`config.mk`:
```
export PLATFORM = sky130hd
export DESIGN_NAME = draw_character_flat
export DESIGN_NICKNAME = d
export VERILOG_FILES = /design/src/rtl/vga_pkg.sv /design/src/rtl/vga_if.sv /design/src/rtl/draw_character_rom.sv /design/src/rtl/draw_character.sv /design/src/flat_wrapper.sv
export SDC_FILE = /design/constraint.sdc
export NUM_CORES = 1
export LEC_CHECK = 0
export ABC_AREA = 1
export CELL_PAD_IN_SITES_DETAIL_PLACEMENT = 1
export CELL_PAD_IN_SITES_GLOBAL_PLACEMENT = 1
export CORE_ASPECT_RATIO = 0.5
export CORE_MARGIN = 3
export CORE_UTILIZATION = 38
export DETAILED_ROUTE_END_ITERATION = 12
export PLACE_DENSITY_LB_ADDON = 0.25
export SYNTH_ARGS = -nofsm -noshare
export SYNTH_HDL_FRONTEND = slang
export SYNTH_HIERARCHICAL = 1
export SYNTH_SLANG_ARGS = --single-unit
```
`constraint.sdc`:
```
create_clock -name clk -period 2.95 [get_ports clk]
set_clock_uncertainty 0.15 [all_clocks]
set_input_delay 0.295 -clock clk [delete_from_list [all_inputs] [get_ports clk]]
set_output_delay 0.295 -clock clk [all_outputs]
set_load 0.03 [all_outputs]
```
`src/rtl/vga_pkg.sv`:
```
`default_nettype none
// ============================================================================
// Module   : vga_pkg
// Purpose  : Shared VGA pipeline constants, pixel bundle type and the
//            character pose enumeration used by the movement controller and
//            the character drawing stage.
// Revision : 1.0 - initial release
// ============================================================================
package vga_pkg;

   localparam int          HOR_PIXELS  = 1024;
   localparam int          VER_PIXELS  = 768;
   localparam int          SPR_W_DEF   = 47;
   localparam int          SPR_H_DEF   = 63;
   localparam logic [11:0] KEY_RGB_DEF = 12'hF_0_F;
   localparam logic [11:0] BBOX_RGB    = 12'hF_0_0;

   typedef enum logic [2:0] {
      IDLE  = 3'd0,
      PREP  = 3'd1,
      JUMP  = 3'd2,
      LEFT  = 3'd3,
      RIGHT = 3'd4
   } character_skin_t;

   typedef struct packed {
      logic [11:0] hcount;
      logic [11:0] vcount;
      logic        hsync;
      logic        vsync;
      logic        hblnk;
      logic        vblnk;
      logic [11:0] rgb;
   } vga_pix_t;

   // Poses 5..7 are not defined by the controller; they fall back to idle.
   function automatic character_skin_t skin_sanitize(input logic [2:0] raw);
      character_skin_t s;
      case (raw)
         3'd0, 3'd1, 3'd2, 3'd3, 3'd4: s = character_skin_t'(raw);
         default:                      s = IDLE;
      endcase
      return s;
   endfunction

   // Walking poses pick their second image slot (5/6) on odd animation phase.
   function automatic logic [2:0] sprite_slot(input character_skin_t skin,
                                              input logic            phase);
      logic [2:0] slot;
      case (skin)
         LEFT:    slot = phase ? 3'd5 : 3'd3;
         RIGHT:   slot = phase ? 3'd6 : 3'd4;
         default: slot = 3'(skin);
      endcase
      return slot;
   endfunction

endpackage
`default_nettype wire

```
`src/rtl/vga_if.sv`:
```
`default_nettype none
// ============================================================================
// Module   : vga_if
// Purpose  : One VGA pixel-stream beat: timing counters, sync/blank strobes
//            and 12-bit colour. "in"/"slave" receive a stream, "out"/"master"
//            produce one.
// Revision : 1.0 - initial release
// ============================================================================
interface vga_if;
   logic [11:0] hcount;
   logic [11:0] vcount;
   logic        hsync;
   logic        vsync;
   logic        hblnk;
   logic        vblnk;
   logic [11:0] rgb;

   modport master (output hcount, vcount, hsync, vsync, hblnk, vblnk, rgb);
   modport slave  (input  hcount, vcount, hsync, vsync, hblnk, vblnk, rgb);
   modport in     (input  hcount, vcount, hsync, vsync, hblnk, vblnk, rgb);
   modport out    (output hcount, vcount, hsync, vsync, hblnk, vblnk, rgb);
endinterface
`default_nettype wire

```
`src/rtl/draw_character_rom.sv`:
```
`default_nettype none
// ============================================================================
// Module   : character_rom
// Purpose  : 32768 x 12 synchronous-read sprite store, one cycle latency.
//            Eight 64x64 image slots addressed as {slot, row, col}.
//            Slot 0 is solid blue; other slots encode {slot, row, col}
//            nibbles. Every pixel with row%8==5 and col%8==5 holds the
//            transparency key so see-through holes exist in every pose.
// Revision : 1.0 - initial release
// ============================================================================
module character_rom
   import vga_pkg::*;
#(
   parameter logic [11:0] KEY_RGB = KEY_RGB_DEF
)(
   input  logic        clk,
   input  logic [14:0] addr,
   output logic [11:0] data
);

   logic [2:0]  slot;
   logic [5:0]  row;
   logic [5:0]  col;
   logic [11:0] data_d;
   logic [11:0] data_q;

   // Image content as a function of the address fields.
   always_comb begin
      slot   = addr[14:12];
      row    = addr[11:6];
      col    = addr[5:0];
      data_d = {1'b0, slot, row[3:0], col[3:0]};
      if (row[2:0] == 3'd5 && col[2:0] == 3'd5) begin
         data_d = KEY_RGB;
      end else if (slot == 3'd0) begin
         data_d = 12'h0_0_F;
      end
   end

   // Registered read port.
   always_ff @(posedge clk) begin
      data_q <= data_d;
   end

   assign data = data_q;

endmodule
`default_nettype wire

```
`src/rtl/draw_character.sv`:
```
`default_nettype none
// ============================================================================
// Module   : draw_character
// Purpose  : Overlays a SPR_W x SPR_H character sprite onto the background
//            VGA stream. Position and pose are latched at frame start so the
//            sprite never tears; walking poses alternate between two images
//            every ANIM_FRAMES frames. Two-cycle latency on every field.
//            Optional macro DRAW_CHARACTER_BBOX_EN draws the sprite box
//            outline in red for hitbox debugging.
// Revision : 1.0 - initial release
// ============================================================================
module draw_character
   import vga_pkg::*;
#(
   parameter int          SPR_W       = SPR_W_DEF,
   parameter int          SPR_H       = SPR_H_DEF,
   parameter logic [11:0] KEY_RGB     = KEY_RGB_DEF,
   parameter int          ANIM_FRAMES = 8
)(
   input  logic        clk,
   input  logic        rst,
   input  logic [11:0] value_x,
   input  logic [11:0] value_y,
   input  logic [2:0]  character_skin,
   vga_if.in           vga_in,
   vga_if.out          vga_out
);

   localparam int ACW = (ANIM_FRAMES > 1) ? $clog2(ANIM_FRAMES) : 1;

   // Frame-latched position/pose and walk animation state.
   logic [11:0]     lx_d, lx_q;
   logic [11:0]     ly_d, ly_q;
   character_skin_t lskin_d, lskin_q;
   logic [ACW-1:0]  anim_cnt_d, anim_cnt_q;
   logic            anim_phase_d, anim_phase_q;

   // Pipeline.
   vga_pix_t        s1_d, s1_q;
   vga_pix_t        out_d, out_q;
   logic            in_box_d, in_box_q;
   logic [14:0]     rom_addr;
   logic [11:0]     rom_data;

   logic            frame_start;
   character_skin_t skin_in;
   logic [12:0]     hc13, vc13, x_lo, x_hi, y_lo, y_hi;
   logic [5:0]      col, row;

`ifdef DRAW_CHARACTER_BBOX_EN
   logic            edge_d, edge_q;
`endif

   // Frame latch and animation counter update at pixel (0,0).
   always_comb begin
      frame_start  = (vga_in.hcount == 12'd0) && (vga_in.vcount == 12'd0);
      skin_in      = skin_sanitize(character_skin);
      lx_d         = lx_q;
      ly_d         = ly_q;
      lskin_d      = lskin_q;
      anim_cnt_d   = anim_cnt_q;
      anim_phase_d = anim_phase_q;
      if (frame_start) begin
         lx_d    = value_x;
         ly_d    = value_y;
         lskin_d = skin_in;
         if (skin_in == LEFT || skin_in == RIGHT) begin
            if (anim_cnt_q == ACW'(ANIM_FRAMES - 1)) begin
               anim_cnt_d   = '0;
               anim_phase_d = ~anim_phase_q;
            end else begin
               anim_cnt_d   = anim_cnt_q + 1'b1;
            end
         end else begin
            anim_cnt_d   = '0;
            anim_phase_d = 1'b0;
         end
      end
   end

   // Stage 1: box test in 13 bits so a box straddling 4095 never wraps,
   // and ROM address formation. The ROM's own register is the stage-1 data.
   always_comb begin
      hc13     = {1'b0, vga_in.hcount};
      vc13     = {1'b0, vga_in.vcount};
      x_lo     = {1'b0, lx_q};
      y_lo     = {1'b0, ly_q};
      x_hi     = x_lo + 13'(SPR_W);
      y_hi     = y_lo + 13'(SPR_H);
      in_box_d = (hc13 >= x_lo) && (hc13 < x_hi) &&
                 (vc13 >= y_lo) && (vc13 < y_hi) &&
                 !vga_in.hblnk && !vga_in.vblnk;
      col      = 6'(vga_in.hcount - lx_q);
      row      = 6'(vga_in.vcount - ly_q);
      rom_addr = {sprite_slot(lskin_q, anim_phase_q), row, col};
      s1_d     = '{hcount: vga_in.hcount, vcount: vga_in.vcount,
                   hsync:  vga_in.hsync,  vsync:  vga_in.vsync,
                   hblnk:  vga_in.hblnk,  vblnk:  vga_in.vblnk,
                   rgb:    vga_in.rgb};
`ifdef DRAW_CHARACTER_BBOX_EN
      edge_d   = in_box_d && ((row == 6'd0) || (row == 6'(SPR_H - 1)) ||
                              (col == 6'd0) || (col == 6'(SPR_W - 1)));
`endif
   end

   // Stage 2: opaque sprite pixels replace the background.
   always_comb begin
      out_d = s1_q;
      if (in_box_q && (rom_data != KEY_RGB)) begin
         out_d.rgb = rom_data;
      end
`ifdef DRAW_CHARACTER_BBOX_EN
      if (edge_q) begin
         out_d.rgb = BBOX_RGB;
      end
`endif
   end

   // State and pipeline registers.
   always_ff @(posedge clk) begin
      if (rst) begin
         lx_q         <= '0;
         ly_q         <= '0;
         lskin_q      <= IDLE;
         anim_cnt_q   <= '0;
         anim_phase_q <= 1'b0;
         s1_q         <= '0;
         out_q        <= '0;
         in_box_q     <= 1'b0;
`ifdef DRAW_CHARACTER_BBOX_EN
         edge_q       <= 1'b0;
`endif
      end else begin
         lx_q         <= lx_d;
         ly_q         <= ly_d;
         lskin_q      <= lskin_d;
         anim_cnt_q   <= anim_cnt_d;
         anim_phase_q <= anim_phase_d;
         s1_q         <= s1_d;
         out_q        <= out_d;
         in_box_q     <= in_box_d;
`ifdef DRAW_CHARACTER_BBOX_EN
         edge_q       <= edge_d;
`endif
      end
   end

   character_rom #(.KEY_RGB(KEY_RGB)) u_rom (
      .clk  (clk),
      .addr (rom_addr),
      .data (rom_data)
   );

   assign vga_out.hcount = out_q.hcount;
   assign vga_out.vcount = out_q.vcount;
   assign vga_out.hsync  = out_q.hsync;
   assign vga_out.vsync  = out_q.vsync;
   assign vga_out.hblnk  = out_q.hblnk;
   assign vga_out.vblnk  = out_q.vblnk;
   assign vga_out.rgb    = out_q.rgb;

endmodule
`default_nettype wire

```
`src/flat_wrapper.sv`:
```
// flat-port wrapper written by rule: the top's interface ports become plain ports
module draw_character_flat import vga_pkg::*;
#(
   parameter int          SPR_W       = SPR_W_DEF,
   parameter int          SPR_H       = SPR_H_DEF,
   parameter logic [11:0] KEY_RGB     = KEY_RGB_DEF,
   parameter int          ANIM_FRAMES = 8
)
  (clk, rst, value_x, value_y, character_skin, vga_in_hcount, vga_in_vcount, vga_in_hsync, vga_in_vsync, vga_in_hblnk, vga_in_vblnk, vga_in_rgb, vga_out_hcount, vga_out_vcount, vga_out_hsync, vga_out_vsync, vga_out_hblnk, vga_out_vblnk, vga_out_rgb);
  vga_if vga_in_i ();
  vga_if vga_out_i ();
  input  logic clk;
  input  logic rst;
  input  logic [11:0] value_x;
  input  logic [11:0] value_y;
  input  logic [2:0] character_skin;
  input wire logic [$bits(vga_in_i.hcount)-1:0] vga_in_hcount;
  input wire logic [$bits(vga_in_i.vcount)-1:0] vga_in_vcount;
  input wire logic [$bits(vga_in_i.hsync)-1:0] vga_in_hsync;
  input wire logic [$bits(vga_in_i.vsync)-1:0] vga_in_vsync;
  input wire logic [$bits(vga_in_i.hblnk)-1:0] vga_in_hblnk;
  input wire logic [$bits(vga_in_i.vblnk)-1:0] vga_in_vblnk;
  input wire logic [$bits(vga_in_i.rgb)-1:0] vga_in_rgb;
  output wire logic [$bits(vga_out_i.hcount)-1:0] vga_out_hcount;
  output wire logic [$bits(vga_out_i.vcount)-1:0] vga_out_vcount;
  output wire logic [$bits(vga_out_i.hsync)-1:0] vga_out_hsync;
  output wire logic [$bits(vga_out_i.vsync)-1:0] vga_out_vsync;
  output wire logic [$bits(vga_out_i.hblnk)-1:0] vga_out_hblnk;
  output wire logic [$bits(vga_out_i.vblnk)-1:0] vga_out_vblnk;
  output wire logic [$bits(vga_out_i.rgb)-1:0] vga_out_rgb;
  assign vga_in_i.hcount = vga_in_hcount;
  assign vga_in_i.vcount = vga_in_vcount;
  assign vga_in_i.hsync = vga_in_hsync;
  assign vga_in_i.vsync = vga_in_vsync;
  assign vga_in_i.hblnk = vga_in_hblnk;
  assign vga_in_i.vblnk = vga_in_vblnk;
  assign vga_in_i.rgb = vga_in_rgb;
  assign vga_out_hcount = vga_out_i.hcount;
  assign vga_out_vcount = vga_out_i.vcount;
  assign vga_out_hsync = vga_out_i.hsync;
  assign vga_out_vsync = vga_out_i.vsync;
  assign vga_out_hblnk = vga_out_i.hblnk;
  assign vga_out_vblnk = vga_out_i.vblnk;
  assign vga_out_rgb = vga_out_i.rgb;
  draw_character #(.SPR_W(SPR_W), .SPR_H(SPR_H), .KEY_RGB(KEY_RGB), .ANIM_FRAMES(ANIM_FRAMES)) u_core (.clk(clk), .rst(rst), .value_x(value_x), .value_y(value_y), .character_skin(character_skin), .vga_in(vga_in_i), .vga_out(vga_out_i));
endmodule
```
==> results of run 1 <==
[final timing paths]
kind	startpoint	endpoint	slack (ns)	cells past startpoint
hold reg to reg	u_core/out_d[35]	u_core/vga_out.hcount[7]	0.25	2
hold / removal	u_core/out_d[35]	u_core/vga_out.hcount[7]	0.25	2
setup reg to reg	u_core/ly_q[1]	u_core/in_box_q	0.44	12
setup / recovery	u_core/ly_q[1]	u_core/in_box_q	0.44	12
[layout by cell type (no fill, tap or decap), types with 3 or more instances in the layout]
cell and instances:
bufinv_16 3, xnor2_1 4, nand2_1 95, nor3_1 6, buf_4 5, a21oi_1 46, xor2_1 17, clkbuf_16 17
nand3b_1 9, o21ai_0 35, dfxtp_1 124, inv_6 4, clkinvlp_4 3, ha_1 52, a21o_1 3, nor2_1 120
nand3_2 3, inv_2 8, nor2_2 14, nand3_1 22, clkdlybuf4s50_1 107, nand4_1 11, inv_1 121
[where the power goes]
group	internal [uW]	switching (uW)	total, uW
clock network	1360	790	2150
registers	1730	15.2	1740
logic	191	222	413
total	3270	1030	4300
[layer usage]
metal / vias to the layer above / wire length [um] / global-route usage, %
li1: 2492 / - / -
met1: 2347 / 7247 / 23.99
met2: 87 / 7832 / 34.94
met3: 19 / 562 / 4.394
met4: 0 / 204 / 6.945
met5: - / 0 / 0
[final cells by class]
cell class	count	area share [%]
clock inverters	12	2.127
flip-flops and latches	124	32.71
inverters	130	6.430
repair buffers	114	14.94
multi-input cells	454	34.79
clock buffers	19	5.837
well taps	192	3.166
[flip-flops by register name (all words and copies together), names as in the netlist, 12 cells and up]
name / flops
u_core/out_d: 28
u_core/lx_q: 12
u_core/ly_q: 12
u_core/s1_q: 12
u_core/u_rom/data: 12
u_core/vga_out.hcount: 12
u_core/vga_out.rgb: 12
u_core/vga_out.vcount: 12
[worst max-delay path: cells and delay by family (launching register included)]
kind / cells / cell delay [ns]
flip-flops: 1 / 0.35
AO/OA/AOI/OAI: 1 / 0.13
adder cells (fa/ha/maj): 1 / 0.19
AND/OR/NAND/NOR: 9 / 1.49
XOR/XNOR: 1 / 0.14
[per-stage QoR]
stage               total power, uW  instances  setup slack (ns)
floorplan                      1983        729            0.8782
global placement               2174       1014            0.5534
detailed placement             2187       1014            0.4339
CTS                            4354       1045            0.4720
global route                   4478       1045            0.2367
finish                         4302       1045            0.4352
==> impl_metrics.csv, run 1 <==
group,metric,value,unit
run_status,status,"completed",
worst_setup_path,crit_arrival,2.72,ns
timing,period_share,85.25,%
worst_setup_path,cpMostUsedCell,"nor2_1",
synth,synthesis.area,0.005719,mm2
grt,grt_pass1_wl,26.38,mm
clocking,cts_tree,"yes",
placement,place_area,0.006984,mm2
synth,postSynthAreaPerCell,7.845,um2
die,die_h,92.75,um
placement,io_buffers,108,
die,die_area,0.01665,mm2
timing,slew_violations,0,
die,initial_core_util,40.52,%
worst_setup_path,crit_required,3.16,ns
power_and_ir_drop,powerDensity,567.0,mW/mm2
routing,wirelength,15.85,mm
worst_setup_path,cp_slowest_cell,"nor3_1",
cells_and_area,drive_gt1_share,8.089,%
die,core,0.01411,mm2
routing,routed_via_density,4.732,
clocking,cts_sinks,124,
cells_and_area,postLayoutCoreUtil,53.77,%
timing,grt_setup_unrepaired,"false",
routing,drc,0,
routing,dr_total_vias,4945,
clocking,clockBufferDepth,2,
timing,setup_viol,0,
cells_and_area,fillers,1701,
grt,grt_remaining_overflow,0,
worst_setup_path,critPathMaxStageDelay,0.48,ns
cells_and_area,nNetsFinal,964,
worst_setup_path,path_cells,"nor3_1, nand3_1, nand2_1, nor2_1, xor2_1, ha_1, a21oi_1, nand3b_1, nand2_1, nor2_1, nand3_1, nor2_1",
worst_setup_path,cp-end-kind,"flop",
timing,tns,0,ns
timing,tightest_slew,0.7404,ns
clocking,clk_latency,0.41,ns
clocking,path_clk_slew,0.06,ns
cells_and_area,seq_area,0.002482,mm2
placement,gp_congestion,0.8650,
cells_and_area,n_antenna_cell,0,
power_and_ir_drop,irDropWorstVdd,0.3990,mV
clocking,postCtsSetupBuffers,0,
die,rows,30,
clocking,ctsHtreeMaxLevel,4,
worst_setup_path,critical_path.max_fanout,3,
grt,grt_pass1_vias,5279,
timing,post-route-min-period,2.515,ns
cells_and_area,final_area,0.007589,mm2
worst_setup_path,path_class,"reg2reg",
power_and_ir_drop,p_leak,0.003390,uW
grt,track_usage,19.79,%
clocking,root_buffer,"clkbuf_16",
clocking,cts_buffers,17,
clocking,postCtsResizedCells,0,
synth,synthesis.nets,852,
cells_and_area,multi_input_area,0.002640,mm2
timing,slew_headroom,50.64,%
timing,hold_violations,0,
synth,synthCells,729,
cells_and_area,synthToLayoutAreaGrowth,32.68,%
routing,drt_iter0_markers,172,
grt,grt_antenna_before_repair,0,
synth,yosysWarnings,6,
grt,grt_max_degree,72,
min_path,hold_path_class,"reg2reg",
routing,firstDrtPassIters,4,
worst_setup_path,worstSetupStartpointType,"flop",
timing,fmaxAchievable,397.6,MHz
die,io_pins,109,
routing,ant_nets,0,
run,maxCapViolCount,0,
placement,hpwl,11.49,mm
timing,holdWs,0.2502,ns
clocking,cts_hold_buf,0,
die,die_x,179.5,um
routing,avgRoutedWirePerCell,15.16,um
No activity file was read; power rests on OpenSTA's default activity.
==> run 2, diff against run 1 <==
--- a/config.mk
+++ b/config.mk
@@ -9,7 +9,6 @@
 export CELL_PAD_IN_SITES_DETAIL_PLACEMENT = 1
 export CELL_PAD_IN_SITES_GLOBAL_PLACEMENT = 1
 export CORE_ASPECT_RATIO = 0.5
-export CORE_MARGIN = 3
 export CORE_UTILIZATION = 38
 export DETAILED_ROUTE_END_ITERATION = 12
 export PLACE_DENSITY_LB_ADDON = 0.25
==> run 2 against run 1 <==
  * Global-route usage is 0.74 points higher
  * Sequential power hardly changed
  * Wire length is 5.0% lower
  * Register-to-register slack better by 0.06 ns
  * Via count is 0.51% lower
  * Die area is 6.4% lower
==> impl_metrics.csv, run 2 (synthesis results as in run 1) <==
group,metric,value,unit
placement,dp_cells,1019,
timing,grt_setup_unrepaired,"false",
clocking,clockBufferDepth,2,
run,maxCapViolCount,0,
grt,grt_max_degree,73,
die,die_x,175.5,um
cells_and_area,synthToLayoutAreaGrowth,32.20,%
grt,grt_antenna_before_repair,0,
power_and_ir_drop,p_comb_share,9.7,%
placement,io_buffers,108,
routing,ant_nets,0,
placement,place_area,0.006984,mm2
timing,setup_viol,0,
timing,slew_violations,0,
timing,fmaxAchievable,406.9,MHz
routing,routed.top_layer,"met4",
routing,routed_via_density,4.681,
cells_and_area,drive_gt1_share,8.206,%
cells_and_area,largest_reg_flops,28,
clocking,postCtsSetupBuffers,0,
cells_and_area,fin_cells,1051,
cells_and_area,fillers,1755,
power_and_ir_drop,irDropWorstVdd,0.2850,mV
routing,firstDrtPassIters,4,
timing,slew_headroom,49.86,%
clocking,cts_tree,"yes",
cells_and_area,seq_area,0.002482,mm2
timing,post-route-min-period,2.457,ns
worst_setup_path,worstSetupStartpointType,"flop",
cells_and_area,n_antenna_cell,0,
run_status,status,"completed",
clocking,root_buffer,"clkbuf_16",
placement,gp_congestion,0.8160,
clocking,clk_latency,0.42,ns
timing,tightest_slew,0.7513,ns
power_and_ir_drop,powerDensity,556.1,mW/mm2
clocking,postCtsResizedCells,0,
clocking,cts_hold_buf,0,
timing,hold_violations,0,
cells_and_area,nNetsFinal,963,
timing,period_share,83.30,%
min_path,hold_path_class,"in2reg",
die,die_h,88.75,um
clocking,ctsHtreeMaxLevel,4,
grt,grt_pass1_vias,5006,
power_and_ir_drop,p_leak,0.003384,uW
power_and_ir_drop,sequentialPowerShare,41.4,%
die,initial_core_util,39.22,%
cells_and_area,multi_input_area,0.002640,mm2
clocking,cts_buffers,17,
routing,wl_met1,6.814,mm
clocking,path_clk_slew,0.06,ns
power_and_ir_drop,p_clk_share,48.8,%
routing,dr_wl_met3,409,um
worst_setup_path,crit_arrival,2.65,ns
worst_setup_path,crit_required,3.15,ns
die,io_pins,109,
cells_and_area,final_common_cell,"dfxtp_1",
power_and_ir_drop,switching_share,26.09,%
cells_and_area,final_area,0.007561,mm2
die,rows,31,
worst_setup_path,critical_path.max_fanout,3,
clocking,cts_sinks,124,
worst_setup_path,cp-end-kind,"flop",
grt,track_usage,20.53,%
routing,dr_total_vias,4920,
routing,wirelength,15.05,mm
grt,grt_pass1_wl,24.29,mm
routing,drt_iter0_markers,121,
power_and_ir_drop,p_int,3108,uW
worst_setup_path,path_class,"reg2reg",
routing,drc,0,
placement,hpwl,11.28,mm
routing,avgRoutedWirePerCell,14.32,um
routing,route.met2.wl,7.649,mm
timing,tns,0,ns
die,core,0.01458,mm2
grt,grt_remaining_overflow,0,
cells_and_area,postLayoutCoreUtil,51.84,%
cells_and_area,layout_common_cells,"dfxtp_1 (124), inv_1 (121), nor2_1 (120)",
die,die_area,0.01558,mm2
power_and_ir_drop,switchingPower,1097,uW
## run 2: layout make-up
cell class                      instances  area share, %
Multi-Input combinational cell        454          34.92
Timing Repair Buffer                  113          14.89
Clock buffer                           17          5.626
Tap cell                              198          3.277
Inverter                              130          6.454
Sequential cell                       124          32.83
Clock inverter                         15          2.002
## run 2: stage by stage
step,power (uW),hold WS (ns),worst slack [ns]
final,4205,0.2411,0.4927
after CTS,4258,0.2275,0.4985
after detailed placement,2187,0.2460,0.4618
after global placement,2171,0.2398,0.5201
after floorplan,1983,0.2383,0.8782
after global routing,4367,0.2583,0.2354
## run 2: routing by layer
layer,vias up,GRT usage [%]
met5,-,0
met4,0,7.668
met3,15,3.995
met2,73,38.46
met1,2330,23.67
li1,2502,-
## run 2: path summary, 6_finish.rpt
check,startpoint,endpoint,slack (ns),depth (start not counted)
hold reg to reg,u_core/out_d[14],u_core/vga_out.vsync,0.25,2
setup / recovery,u_core/ly_q[0],u_core/in_box_q,0.49,12
hold / removal,vga_in_rgb[4],u_core/s1_q[4],0.24,3
setup reg to reg,u_core/ly_q[0],u_core/in_box_q,0.49,12
## run 2: power by group through the flow
stage	Sequential, uW	Combinational [uW]	Clock (uW)
3_5_place_dp	1780	407	0
2_1_floorplan	1820	161	0
3_3_place_gp	1780	394	0
5_1_grt	1750	451	2170
4_1_cts	1740	414	2100
6_report	1740	409	2050
## run 2: worst max-delay path, cell delays in order, from the launching register on
cell and delay [ns]:
dfxtp_1 0.34, nor3_1 0.48, nand3_1 0.26, nand2_1 0.18
nor2_1 0.06, xor2_1 0.15, ha_1 0.18, a21oi_1 0.13
nand3b_1 0.12, nand2_1 0.09, nor2_1 0.11, nand3_1 0.08
nor2_1 0.08
==> run 3, diff against run 2 <==
==> constraint.sdc (replaced) <==
create_clock -name clk -period 2.5 [get_ports clk]
set_clock_uncertainty 0.15 [all_clocks]
set_input_delay 0.25 -clock clk [delete_from_list [all_inputs] [get_ports clk]]
set_output_delay 0.25 -clock clk [all_outputs]
set_load 0.03 [all_outputs]
==> run 3 against run 2 <==
  * Via count increased by 0.30%
  * Combinational power increased by 20%
  * Sequential share of layout area fell by 0.15 points
  * Register-to-register slack got worse by 0.30 ns
  * Critical endpoint unchanged
  * Wire length rose by 1.2%
  * Utilization grew 0.24 points
  * Power increased by 17%
  * Worst setup slack got worse by 0.30 ns
==> impl_metrics.csv, run 3 (synthesis results as in run 1) <==
group,metric,value,unit
placement,io_buffers,108,
timing,period_share,92.12,%
power_and_ir_drop,p_int,3675,uW
die,io_pins,109,
cells_and_area,fin_cells,1052,
timing,grt_setup_unrepaired,"false",
clocking,ctsHtreeMaxLevel,4,
routing,avgRoutedWirePerCell,14.47,um
cells_and_area,multi_input_area,0.002659,mm2
power_and_ir_drop,powerDensity,650.1,mW/mm2
grt,track_usage,20.75,%
cells_and_area,seq_area,0.002482,mm2
cells_and_area,fillers,1777,
grt,grt_antenna_before_repair,0,
cells_and_area,largest_reg_flops,28,
routing,routed.top_layer,"met4",
timing,hold_violations,0,
cells_and_area,n_antenna_cell,0,
die,core,0.01458,mm2
power_and_ir_drop,switching_share,25.57,%
routing,wl_met1,7.229,mm
timing,fmaxAchievable,434.2,MHz
power_and_ir_drop,irDropWorstVdd,0.4298,mV
die,die_area,0.01558,mm2
routing,wirelength,15.22,mm
power_and_ir_drop,p_comb_share,9.9,%
routing,dr_total_vias,4935,
worst_setup_path,crit_arrival,2.51,ns
clocking,cts_tree,"yes",
min_path,holdPathEnd,"u_core/in_box_q",
routing,drt_iter0_markers,148,
routing,dr_wl_met3,459,um
clocking,root_buffer,"clkbuf_16",
routing,drc,0,
routing,routed_via_density,4.691,
worst_setup_path,critical_path.max_fanout,4,
min_path,hold_path_class,"in2reg",
worst_setup_path,rr_startpoint,"u_core/lx_q[2]",
cells_and_area,nNetsFinal,964,
placement,dp_cells,1020,
cells_and_area,layout_common_cells,"dfxtp_1 (124), nor2_1 (120), inv_1 (119)",
routing,route.met2.wl,7.384,mm
timing,setup_viol,0,
clocking,postCtsSetupBuffers,0,
timing,slew_violations,0,
worst_setup_path,path_class,"reg2reg",
cells_and_area,final_common_cell,"dfxtp_1",
placement,gp_congestion,0.8200,
timing,post-route-min-period,2.303,ns
min_path,worstHoldStart,"rst",
worst_setup_path,regToRegEndpoint,"u_core/in_box_q",
routing,firstDrtPassIters,4,
clocking,cts_sinks,124,
run_status,status,"completed",
die,initial_core_util,39.22,%
power_and_ir_drop,sequentialPowerShare,41.6,%
timing,slew_headroom,49.78,%
power_and_ir_drop,p_leak,0.003388,uW
clocking,path_clk_slew,0.06,ns
worst_setup_path,r2r_slack,0.20,ns
routing,ant_nets,0,
die,die_x,175.5,um
clocking,cts_buffers,17,
grt,grt_remaining_overflow,0,
die,die_h,88.75,um
timing,tightest_slew,0.7533,ns
worst_setup_path,worstSetupStartpointType,"flop",
cells_and_area,synthToLayoutAreaGrowth,32.82,%
power_and_ir_drop,p_clk_share,48.5,%
worst_setup_path,crit_required,2.70,ns
cells_and_area,drive_gt1_share,8.899,%
placement,hpwl,11.20,mm
worst_setup_path,reg2reg_depth,14,
power_and_ir_drop,switchingPower,1263,uW
run,maxCapViolCount,0,
clocking,clk_latency,0.42,ns
worst_setup_path,cp-end-kind,"flop",
die,rows,31,
timing,tns,0,ns
min_path,hold_depth,6,
clocking,clockBufferDepth,2,
grt,grt_pass1_wl,24.86,mm
grt,grt_max_degree,72,
grt,grt_pass1_vias,5109,
-- run 3: cell types whose count changed in the layout (fill, tap and decap cells not counted) --
cell,before,now
buf_12,1,2
clkbuf_8,0,1
clkinvlp_4,1,4
ha_1,52,51
ha_2,0,1
inv_1,121,119
inv_2,8,10
inv_6,6,4
inv_8,3,1
nand3_1,22,21
nand3_4,1,2
o21ai_0,35,33
o21ai_1,0,1
o21ai_2,0,1
-- run 3: what timing repair did --
item | 4_1_cts | 5_1_grt
resized for setup | 0 | 8
hold buffers | 0 | 0
endpoints found under the setup margin | 0 | 1
-- run 3: how the worst max path moves through the flow --
stage,from,cells after the start,to,slack [ns]
finish,u_core/lx_q[2],14,u_core/in_box_q,0.20
global route,u_core/ly_q[1],12,u_core/in_box_q,0.02
CTS,u_core/lx_q[1],13,u_core/in_box_q,0.02
detailed placement,vga_in_vcount[0],10,u_core/u_rom/data[7],0.07
global placement,vga_in_vcount[0],10,u_core/u_rom/data[4],0.11
floorplan,u_core/lx_q[1],14,u_core/in_box_q,0.43
-- run 3: power by group through the flow --
stage	combinational (uW)	clock (uW)	sequential, uW
floorplan	190	0	2150
global route	537	2550	2060
detailed placement	484	0	2100
CTS	493	2450	2060
finish	489	2390	2060
global placement	471	0	2100
-- run 3: through the flow --
step           total power [uW]  hold WS [ns]  utilization [%]  cell area, um2  setup slack (ns)
2_1_floorplan              2340        0.2070                -            5719            0.4282
3_3_place_gp               2568        0.2398            48.03            7004            0.1141
3_5_place_dp               2584        0.2467            48.03            7004           0.06506
4_1_cts                    4999        0.1825            51.96            7577           0.01539
5_1_grt                    5146        0.2024            52.08            7596           0.01834
6_report                   4938        0.1948            52.08            7596            0.1970
-- run 3: layer usage --
layer,vias to the layer above,global-route usage (%)
li1,2508,-
met1,2334,25.17
met2,77,36.94
met3,16,3.823
met4,0,8.538
met5,-,0
-- run 3: layout make-up --
type / instances / share of cell area, %
flip-flops and latches: 124 / 32.68
repair buffers: 114 / 15.09
well taps: 198 / 3.261
clock buffers: 18 / 5.782
multi-input cells: 454 / 35.00
inverters: 130 / 6.424
clock inverters: 14 / 1.762
-- run 3: critical path, cell delays in order, from the launching register on --
cell and delay (ns):
dfxtp_1 0.32, inv_1 0.16, nand3_1 0.17, o21ai_2 0.19, nand2_1 0.12, nand2_1 0.11
xor2_1 0.17, ha_1 0.25, nand2_1 0.10, o21ai_1 0.11, nor2_1 0.10, nor2_1 0.05
nor2_1 0.08, nand3_1 0.08, nor2_1 0.08
